$ cat src/rtl/control_unit_if.sv
// Bundles the ROM fetch port and every DataPath control line driven by control_unit.
// The control unit uses the master modport; the ROM/DataPath side uses the slave modport.
interface control_unit_if #(
  parameter int I_ADDR_W = 7,
  parameter int D_ADDR_W = 8,
  parameter int R_ADDR_W = 4
);
  logic [15:0]         I_data;
  logic [I_ADDR_W-1:0] I_addr;
  logic [D_ADDR_W-1:0] D_addr;
  logic [R_ADDR_W-1:0] RF_W_addr;
  logic [R_ADDR_W-1:0] RF_A_addr;
  logic [R_ADDR_W-1:0] RF_B_addr;
  logic                D_wr;
  logic                RF_s;
  logic                RF_W_en;
  logic [3:0]          ALU_sel;
  logic                halted;
  logic [2:0]          state_dbg;

  modport master (
    input  I_data,
    output I_addr, D_addr, RF_W_addr, RF_A_addr, RF_B_addr,
    output D_wr, RF_s, RF_W_en, ALU_sel, halted, state_dbg
  );

  modport slave (
    output I_data,
    input  I_addr, D_addr, RF_W_addr, RF_A_addr, RF_B_addr,
    input  D_wr, RF_s, RF_W_en, ALU_sel, halted, state_dbg
  );
endinterface

$ cat src/rtl/control_unit.sv
// Multi-cycle fetch/decode/execute controller in front of DataPath; one instruction at a time.
// Optional CU_SINGLE_STEP_EN adds a step input that gates the FETCH -> DECODE advance.
//
// state   | meaning
// INIT    | one cycle after reset release
// FETCH   | present PC to ROM, bump PC
// DECODE  | capture ROM word into IR, branch on opcode
// LOAD_A  | memory read address set up, RF mux on memory
// LOAD_B  | same, with register write strobe
// STORE   | data memory write strobe
// ALU     | register write from ALU result
// HALT    | frozen until reset
module control_unit #(
  parameter int I_ADDR_W = 7,
  parameter int D_ADDR_W = 8,
  parameter int R_ADDR_W = 4
) (
  input  logic             clk,
  input  logic             rst_n,
  control_unit_if.master   bus
`ifdef CU_SINGLE_STEP_EN
  , input logic            step
`endif
);

  typedef enum logic [2:0] {
    S_INIT   = 3'd0,
    S_FETCH  = 3'd1,
    S_DECODE = 3'd2,
    S_LOAD_A = 3'd3,
    S_LOAD_B = 3'd4,
    S_STORE  = 3'd5,
    S_ALU    = 3'd6,
    S_HALT   = 3'd7
  } state_t;

  state_t              state_q, state_d;
  logic [I_ADDR_W-1:0] pc_q, pc_d;
  logic [15:0]         ir_q, ir_d;
  logic                advance;

  logic [3:0]          op;
  logic [R_ADDR_W-1:0] f1, f2, f3;

  assign op = ir_q[15:12];
  assign f1 = ir_q[11:8];
  assign f2 = ir_q[7:4];
  assign f3 = ir_q[3:0];

`ifdef CU_SINGLE_STEP_EN
  assign advance = step;
`else
  assign advance = 1'b1;
`endif

  always_ff @(posedge clk or negedge rst_n) begin
    if (!rst_n) begin
      state_q <= S_INIT;
      pc_q    <= '0;
      ir_q    <= '0;
    end else begin
      state_q <= state_d;
      pc_q    <= pc_d;
      ir_q    <= ir_d;
    end
  end

  // Outputs depend only on state and IR; I_data feeds only the next-state/IR path.
  always_comb begin
    state_d       = state_q;
    pc_d          = pc_q;
    ir_d          = ir_q;
    bus.D_addr    = ir_q[D_ADDR_W-1:0];
    bus.RF_W_addr = f1;
    bus.RF_A_addr = f1;
    bus.RF_B_addr = f3;
    bus.D_wr      = 1'b0;
    bus.RF_s      = 1'b0;
    bus.RF_W_en   = 1'b0;
    bus.ALU_sel   = '0;
    bus.halted    = 1'b0;

    unique case (state_q)
      S_INIT: state_d = S_FETCH;
      S_FETCH: begin
        if (advance) begin
          pc_d    = pc_q + 1'b1;
          state_d = S_DECODE;
        end
      end
      S_DECODE: begin
        ir_d = bus.I_data;
        unique case (bus.I_data[15:12])
          4'b0000: state_d = S_FETCH;
          4'b0001: state_d = S_STORE;
          4'b0010: state_d = S_LOAD_A;
          4'b0011: state_d = S_HALT;
          default: state_d = S_ALU;
        endcase
      end
      S_LOAD_A: begin
        bus.RF_s = 1'b1;
        state_d  = S_LOAD_B;
      end
      S_LOAD_B: begin
        bus.RF_s    = 1'b1;
        bus.RF_W_en = 1'b1;
        state_d     = S_FETCH;
      end
      S_STORE: begin
        bus.D_wr = 1'b1;
        state_d  = S_FETCH;
      end
      S_ALU: begin
        bus.RF_A_addr = f2;
        bus.ALU_sel   = op - 4'd4;
        bus.RF_W_en   = 1'b1;
        state_d       = S_FETCH;
      end
      S_HALT: bus.halted = 1'b1;
      default: state_d = S_INIT;
    endcase
  end

  assign bus.I_addr    = pc_q;
  assign bus.state_dbg = state_q;

endmodule

$ cat src/flat_wrapper.sv
// flat-port wrapper written by rule: the top's interface ports become plain ports
module control_unit_flat 
#(
  parameter int I_ADDR_W = 7,
  parameter int D_ADDR_W = 8,
  parameter int R_ADDR_W = 4
)
  (clk, rst_n, bus_I_data, bus_I_addr, bus_D_addr, bus_RF_W_addr, bus_RF_A_addr, bus_RF_B_addr, bus_D_wr, bus_RF_s, bus_RF_W_en, bus_ALU_sel, bus_halted, bus_state_dbg);
  control_unit_if #(.I_ADDR_W(I_ADDR_W), .D_ADDR_W(D_ADDR_W), .R_ADDR_W(R_ADDR_W)) bus_i ();
  input  logic clk;
  input  logic rst_n;
  input wire logic [$bits(bus_i.I_data)-1:0] bus_I_data;
  output wire logic [$bits(bus_i.I_addr)-1:0] bus_I_addr;
  output wire logic [$bits(bus_i.D_addr)-1:0] bus_D_addr;
  output wire logic [$bits(bus_i.RF_W_addr)-1:0] bus_RF_W_addr;
  output wire logic [$bits(bus_i.RF_A_addr)-1:0] bus_RF_A_addr;
  output wire logic [$bits(bus_i.RF_B_addr)-1:0] bus_RF_B_addr;
  output wire logic [$bits(bus_i.D_wr)-1:0] bus_D_wr;
  output wire logic [$bits(bus_i.RF_s)-1:0] bus_RF_s;
  output wire logic [$bits(bus_i.RF_W_en)-1:0] bus_RF_W_en;
  output wire logic [$bits(bus_i.ALU_sel)-1:0] bus_ALU_sel;
  output wire logic [$bits(bus_i.halted)-1:0] bus_halted;
  output wire logic [$bits(bus_i.state_dbg)-1:0] bus_state_dbg;
  assign bus_i.I_data = bus_I_data;
  assign bus_I_addr = bus_i.I_addr;
  assign bus_D_addr = bus_i.D_addr;
  assign bus_RF_W_addr = bus_i.RF_W_addr;
  assign bus_RF_A_addr = bus_i.RF_A_addr;
  assign bus_RF_B_addr = bus_i.RF_B_addr;
  assign bus_D_wr = bus_i.D_wr;
  assign bus_RF_s = bus_i.RF_s;
  assign bus_RF_W_en = bus_i.RF_W_en;
  assign bus_ALU_sel = bus_i.ALU_sel;
  assign bus_halted = bus_i.halted;
  assign bus_state_dbg = bus_i.state_dbg;
  control_unit #(.I_ADDR_W(I_ADDR_W), .D_ADDR_W(D_ADDR_W), .R_ADDR_W(R_ADDR_W)) u_core (.clk(clk), .rst_n(rst_n), .bus(bus_i));
endmodule
$ cat config.mk
export PLATFORM = sky130hd
export DESIGN_NAME = control_unit_flat
export DESIGN_NICKNAME = d
export VERILOG_FILES = /design/src/rtl/control_unit_if.sv /design/src/rtl/control_unit.sv /design/src/flat_wrapper.sv
export SDC_FILE = /design/constraint.sdc
export NUM_CORES = 1
export LEC_CHECK = 0
export BUFFER_PORTS_ARGS = -buffer_cell sky130_fd_sc_hd__buf_4
export CAP_MARGIN = 20
export CORE_MARGIN = 2
export CORE_UTILIZATION = 45
export CTS_BUF_LIST = sky130_fd_sc_hd__clkbuf_8 sky130_fd_sc_hd__clkbuf_16
export CTS_CLUSTER_DIAMETER = 50
export DETAILED_ROUTE_END_ITERATION = 6
export GPL_TIMING_DRIVEN = 0
export HOLD_SLACK_MARGIN = 0.12
export PLACE_DENSITY_LB_ADDON = 0.12
export SLEW_MARGIN = 25
export SYNTH_ARGS = -nofsm -noshare
export SYNTH_HDL_FRONTEND = slang
export SYNTH_SLANG_ARGS = --single-unit
$ cat constraint.sdc
create_clock -name clk -period 2.05 [get_ports clk]
set_input_delay 0.1025 -clock clk [delete_from_list [all_inputs] [get_ports clk]]
set_output_delay 0.1025 -clock clk [all_outputs]
set_load 0.01 [all_outputs]
======== After elaboration in Yosys (flattened, before gate mapping) ========
Cells that the tools add are included.
word-level totals
  register bits after elaboration ......... 26
  bits of input ports ..................... 18
  output and inout bits ................... 38
cells by class
  add/subtract/negate cells ............... 2
  equal/unequal tests ..................... 10
  mux-type cells .......................... 8
  reduce and logical (&&, ||, !) cells .... 6
operator list
  cell                                                                   number
  3-bit one-hot mux with 4 select lines                                  2
  3-bit equality test, second input constant                             4
  4-bit by 2-bit equality test with 1-bit output, second input constant  2
  4-bit 2-to-1 mux                                                       2
  7-bit by 1-bit adder with 7-bit output, second input constant          1
  3-bit by 2-bit equality test with 1-bit output, second input constant  2
  4-bit by 1-bit equality test with 1-bit output, second input constant  1
  4-bit logical NOT                                                      1
  1-bit 2-to-1 mux                                                       4
  4-bit nonzero test                                                     1
  2-bit OR reduction                                                     2
  4-bit OR reduction                                                     1
  4-bit by 3-bit subtractor with 4-bit output, second input constant     1
  3-bit by 1-bit equality test with 1-bit output, second input constant  1
  3-bit logical NOT                                                      1

======== Logic depth before layout (Yosys ltp) ========
  word-level depth ........................ 3
  gate-level depth with buffers ........... 6
  mapped depth without buffers ............ 4

======== Least setup slack after synthesis ========
OpenSTA, ideal clock, no wires.
  kind .................................... register to register
  start ................................... register u_core.state_q[2] (netlist: u_core.bus.state_dbg[2])
  end ..................................... register u_core.ir_q[0]
  setup time .............................. 125 ps
  data arrival time ....................... 1311 ps
  data required time ...................... 1925 ps
  path slack .............................. 614 ps
  stages on the path, launching flop included .. 6
  buffers on the path ..................... 3
  period minus slack after synthesis ...... 1436 ps
  path through ............................ dfrtp_1 > buf_4 > nor3b_4 > buf_6 > buf_12 > mux2_4
on the way
  cells in the longest elaborated chain, start to end .. 1
ends and longest elaborated chain
  item                                            RTL line            RTL
  start: declaration                              control_unit.sv:37  state_t state_q, state_d;
  start signal: assignment                        control_unit.sv:62  state_q <= state_d;
  3-bit by 2-bit equality test with 1-bit output  control_unit.sv:83  unique case (state_q)
  end signal: assignment                          control_unit.sv:64  ir_q <= ir_d;
  end: declaration                                control_unit.sv:39  logic [15:0] ir_q, ir_d;
Every way passes these cells.
A chain may end at the register's enable or synchronous reset.

======== Worst setup path after layout ========
  start ................................... register u_core.state_q[0] (netlist: u_core.bus.state_dbg[0])
  end ..................................... output bus_RF_A_addr[0]
on the way
  cells in the longest elaborated chain, start to end .. 2
ends and longest elaborated chain
  item                 RTL line            RTL
  3-bit equality test  control_unit.sv:83
  4-bit 2-to-1 mux     control_unit.sv:83
  end: declaration     flat_wrapper.sv:16  output wire logic [$bits(bus_i.RF_A_addr)-1:0] bus_RF_A_addr;
Every way passes these cells.

==> insert_results.sql <==
INSERT INTO impl_metrics (metric_group, metric, value, unit) VALUES
('setup_path', 'max_stage_delay', '0.41', 'ns'),
('global_routing', 'grt_pass1_vias', '965', ''),
('yosys', 'synth.net_count', '127', ''),
('yosys', 'ys_warn_count', '0', ''),
('yosys', 'synth_cells', '108', ''),
('pwr', 'static-leakage-power', '0.9985', 'nW'),
('floorplan', 'placement_rows', '19', ''),
('global_routing', 'grt.total_usage', '16.61', '%'),
('timing', 'setup-violations-final', '0', ''),
('drt', 'vias', '1002', ''),
('drt', 'wl', '2791', 'um'),
('timing', 'slew-limit-headroom', '72.10', '%'),
('drt', 'drt-initial-drc-count', '22', ''),
('setup_path', 'critPathCapture', 'bus_RF_A_addr[0]', ''),
('setup_path', 'end_kind', 'primary output', ''),
('outcome', 'failed_checks', 'DRC', ''),
('setup_path', 'worstRegToRegCells', '5', ''),
('finish', 'share_of_cells_above_drive_strength_1', '54.89', '%'),
('timing', 'finalHoldViolCount', '0', ''),
('cts', 'cts_num_sinks', '26', ''),
('global_routing', 'grt_max_degree', '27', ''),
('yosys', 'synth_top_area_share', '48.01', '%'),
('placed_design', 'place_congestion', '0.7529', ''),
('global_routing', 'grt_pass1_wl', '4416', 'um'),
('pwr', 'max-vdd-ir-drop', '0.0007863', 'V'),
('cts', 'source_to_sink_clock_delay_at_the_later_pin_of_the_worst_skew_pair', '0.27', 'ns'),
('timing', 'fin_worst_skew', '0.004207', 'ns'),
('drt', 'post-route-drc-count', '5', ''),
('yosys', 'synth.avg_cell_area', '12.55', 'um2'),
('cts', 'clock-root-buffer', 'sky130_fd_sc_hd__clkbuf_8', ''),
('setup_path', 'regToRegSetupSlack', '0.56', 'ns'),
('yosys', 'synth.top_cells.by_area', 'sky130_fd_sc_hd__dfrtp_1 (48%), sky130_fd_sc_hd__mux2_2 (12%), sky130_fd_sc_hd__buf_4 (9.4%)', ''),
('setup_path', 'path_delay_family', 'flip-flops', ''),
('setup_path', 'path_class', 'flip-flop to primary output', ''),
('placed_design', 'numPortBuffers', '55', ''),
('setup_path', 'worstPathCellList', 'buf_6 -> nand3b_1 -> mux2_2 -> buf_4', ''),
('yosys', 'netlist_area', '1355', 'um2'),
('setup_path', 'critPathBufInv', '2', ''),
('floorplan', 'design.portCount', '56', ''),
('finish', 'final_util', '73.02', '%'),
('outcome', 'run_status', 'finished, violations left', ''),
('job', 'max_cap_violations', '0', ''),
('cts', 'clk_pin_slew_worst_paths', '0.09', 'ns'),
('timing', 'timing_worst_slew_pin_value', '0.4172', 'ns'),
('cts', 'number_of_buffers_created_by_cts', '3', ''),
('floorplan', 'core_area', '2805', 'um2'),
('timing', 'fmaxAchievable', '0.5430', 'GHz'),
('setup_path', 'worst-path-max-fanout', '10', ''),
('drt', 'first_pass_iters', '6', ''),
('yosys', 'postSynthRegisterBits', '26', ''),
('min_path', 'hold_class', 'input pin to async pin', ''),
('timing', 'drv_slew', '0', ''),
('setup_path', 'arrival', '1.74', 'ns'),
('cts', 'htree_levels', '1', ''),
('setup_path', 'cp_num_cells', '4', ''),
('placed_design', 'dp_hpwl', '1842', 'um'),
('drt', 'average_detailed_routed_wire_length_per_instance', '12.98', 'um'),
('setup_path', 'crit_start', 'u_core.bus.state_dbg[0]', ''),
('finish', 'fill_cells', '199', ''),
('setup_path', 'crit-reg2reg-capture', 'u_core.ir_q[1]', ''),
('timing', 'tns', '0', 'ns'),
('setup_path', 'r2r-start', 'u_core.bus.state_dbg[2]', ''),
('cts', 'post_cts_resized', '0', ''),
('floorplan', 'dieHeight', '58.88', 'um'),
('yosys', 'yosys_most_used_dff', 'sky130_fd_sc_hd__dfrtp_1', ''),
('global_routing', 'number_of_antenna_violations_at_the_first_check_in_global_routing', '0', ''),
('drt', 'antenna_violating_nets_post_route', '0', ''),
('finish', 'multi_input_combinational_cell_area', '515.5', 'um2'),
('cts', 'clock_tree_from_tritoncts', 'yes', ''),
('finish', 'num_antenna_cells', '0', ''),
('yosys', 'yosys.cell_types.count', '25', '');
-- timing repair --
item                                   in CTS  in global routing
endpoints found under the hold margin      42                  0
buffers inserted                            0                  0
hold buffers                               17                  0
-- per-layer routing --
layer,global-route usage (%),share of wire (%)
met3,2.198,5.0
met4,5.844,1.7
met2,27.30,51
met5,0,0
met1,22.55,43
-- through the flow --
step                cell area (um2)  cells  setup slack [ns]  power (mW)  hold WS (ns)
floorplan                      1355    108            0.6137       2.084       -0.1931
global placement               1807    194            0.4924       2.722       0.02983
detailed placement             1807    194            0.5192       2.764       0.03262
CTS                            2048    215            0.1963       3.217        0.2805
global route                   2048    215            0.1371       3.414        0.3082
finish                         2048    215            0.2085       3.198        0.2677
-- sequential cells by signal (all words and copies together), names as in the netlist --
| register | flops |
|---|---|
| u_core.ir_q | 16 |
| u_core.bus.I_addr | 7 |
| u_core.bus.state_dbg | 3 |
-- worst min path at each step --
stage | slack, ns | cells after the start | end
floorplan | -0.19 | 0 | u_core.bus.I_addr[0]
global placement | 0.03 | 1 | u_core.bus.state_dbg[1]
detailed placement | 0.03 | 1 | u_core.bus.state_dbg[2]
CTS | 0.28 | 2 | u_core.bus.state_dbg[2]
global route | 0.31 | 2 | u_core.bus.state_dbg[0]
finish | 0.27 | 2 | u_core.bus.state_dbg[2]
-- cells by family after synthesis --
| kind of cell | synth area share, % |
|---|---|
| AO/OA/AOI/OAI | 3.139 |
| buffers and inverters | 13.94 |
| AND/OR/NAND/NOR | 11.54 |
| flip-flops | 48.01 |
| XOR/XNOR | 4.525 |
| multiplexers | 17.91 |
| adder cells (fa/ha/maj) | 0.9232 |
-- cells in the final DEF, fill, tap and decap left out, types with 2 or more instances in the layout --
master | Yosys | routed
sky130_fd_sc_hd__nor2_1 | 6 | 6
sky130_fd_sc_hd__dlygate4sd3_1 | 0 | 17
sky130_fd_sc_hd__mux2_4 | 5 | 5
sky130_fd_sc_hd__xor2_1 | 2 | 2
sky130_fd_sc_hd__nand2b_1 | 2 | 2
sky130_fd_sc_hd__buf_4 | 17 | 72
sky130_fd_sc_hd__and3_1 | 3 | 3
sky130_fd_sc_hd__o21a_1 | 2 | 2
sky130_fd_sc_hd__nor3b_4 | 2 | 2
sky130_fd_sc_hd__buf_6 | 3 | 3
sky130_fd_sc_hd__inv_1 | 2 | 2
sky130_fd_sc_hd__xnor2_1 | 5 | 5
sky130_fd_sc_hd__o21ai_0 | 2 | 2
sky130_fd_sc_hd__nand4_1 | 4 | 4
sky130_fd_sc_hd__nand2_1 | 4 | 4
sky130_fd_sc_hd__mux2_2 | 14 | 14
sky130_fd_sc_hd__clkbuf_8 | 0 | 3
sky130_fd_sc_hd__dfrtp_1 | 26 | 26
-- power by group --
part | total, mW | internal, mW | switching [mW]
clock | 0.422 | 0.261 | 0.161
sequential | 0.968 | 0.763 | 0.205
combinational | 1.81 | 1.12 | 0.685
-- layout make-up --
| type | instances | share of cell area (%) |
|---|---|---|
| Multi-Input combinational cell | 59 | 25.17 |
| Tap cell | 31 | 1.894 |
| Sequential cell | 26 | 31.77 |
| Clock inverter | 1 | 1.466 |
| Buffer | 21 | 8.858 |
| Clock buffer | 3 | 2.016 |
| Timing Repair Buffer | 72 | 28.47 |
| Inverter | 2 | 0.3665 |
-- synthesized netlist by cell type (2+ instances only) --
cell type and count:
sky130_fd_sc_hd__and3_1 3, sky130_fd_sc_hd__inv_1 2, sky130_fd_sc_hd__nand4_1 4, sky130_fd_sc_hd__nand2b_1 2, sky130_fd_sc_hd__xor2_1 2, sky130_fd_sc_hd__buf_4 17
sky130_fd_sc_hd__buf_6 3, sky130_fd_sc_hd__mux2_2 14, sky130_fd_sc_hd__nor3b_4 2, sky130_fd_sc_hd__o21a_1 2, sky130_fd_sc_hd__dfrtp_1 26, sky130_fd_sc_hd__xnor2_1 5
sky130_fd_sc_hd__mux2_4 5, sky130_fd_sc_hd__nand2_1 4, sky130_fd_sc_hd__o21ai_0 2, sky130_fd_sc_hd__nor2_1 6
Power figures use the tool's default switching activity.
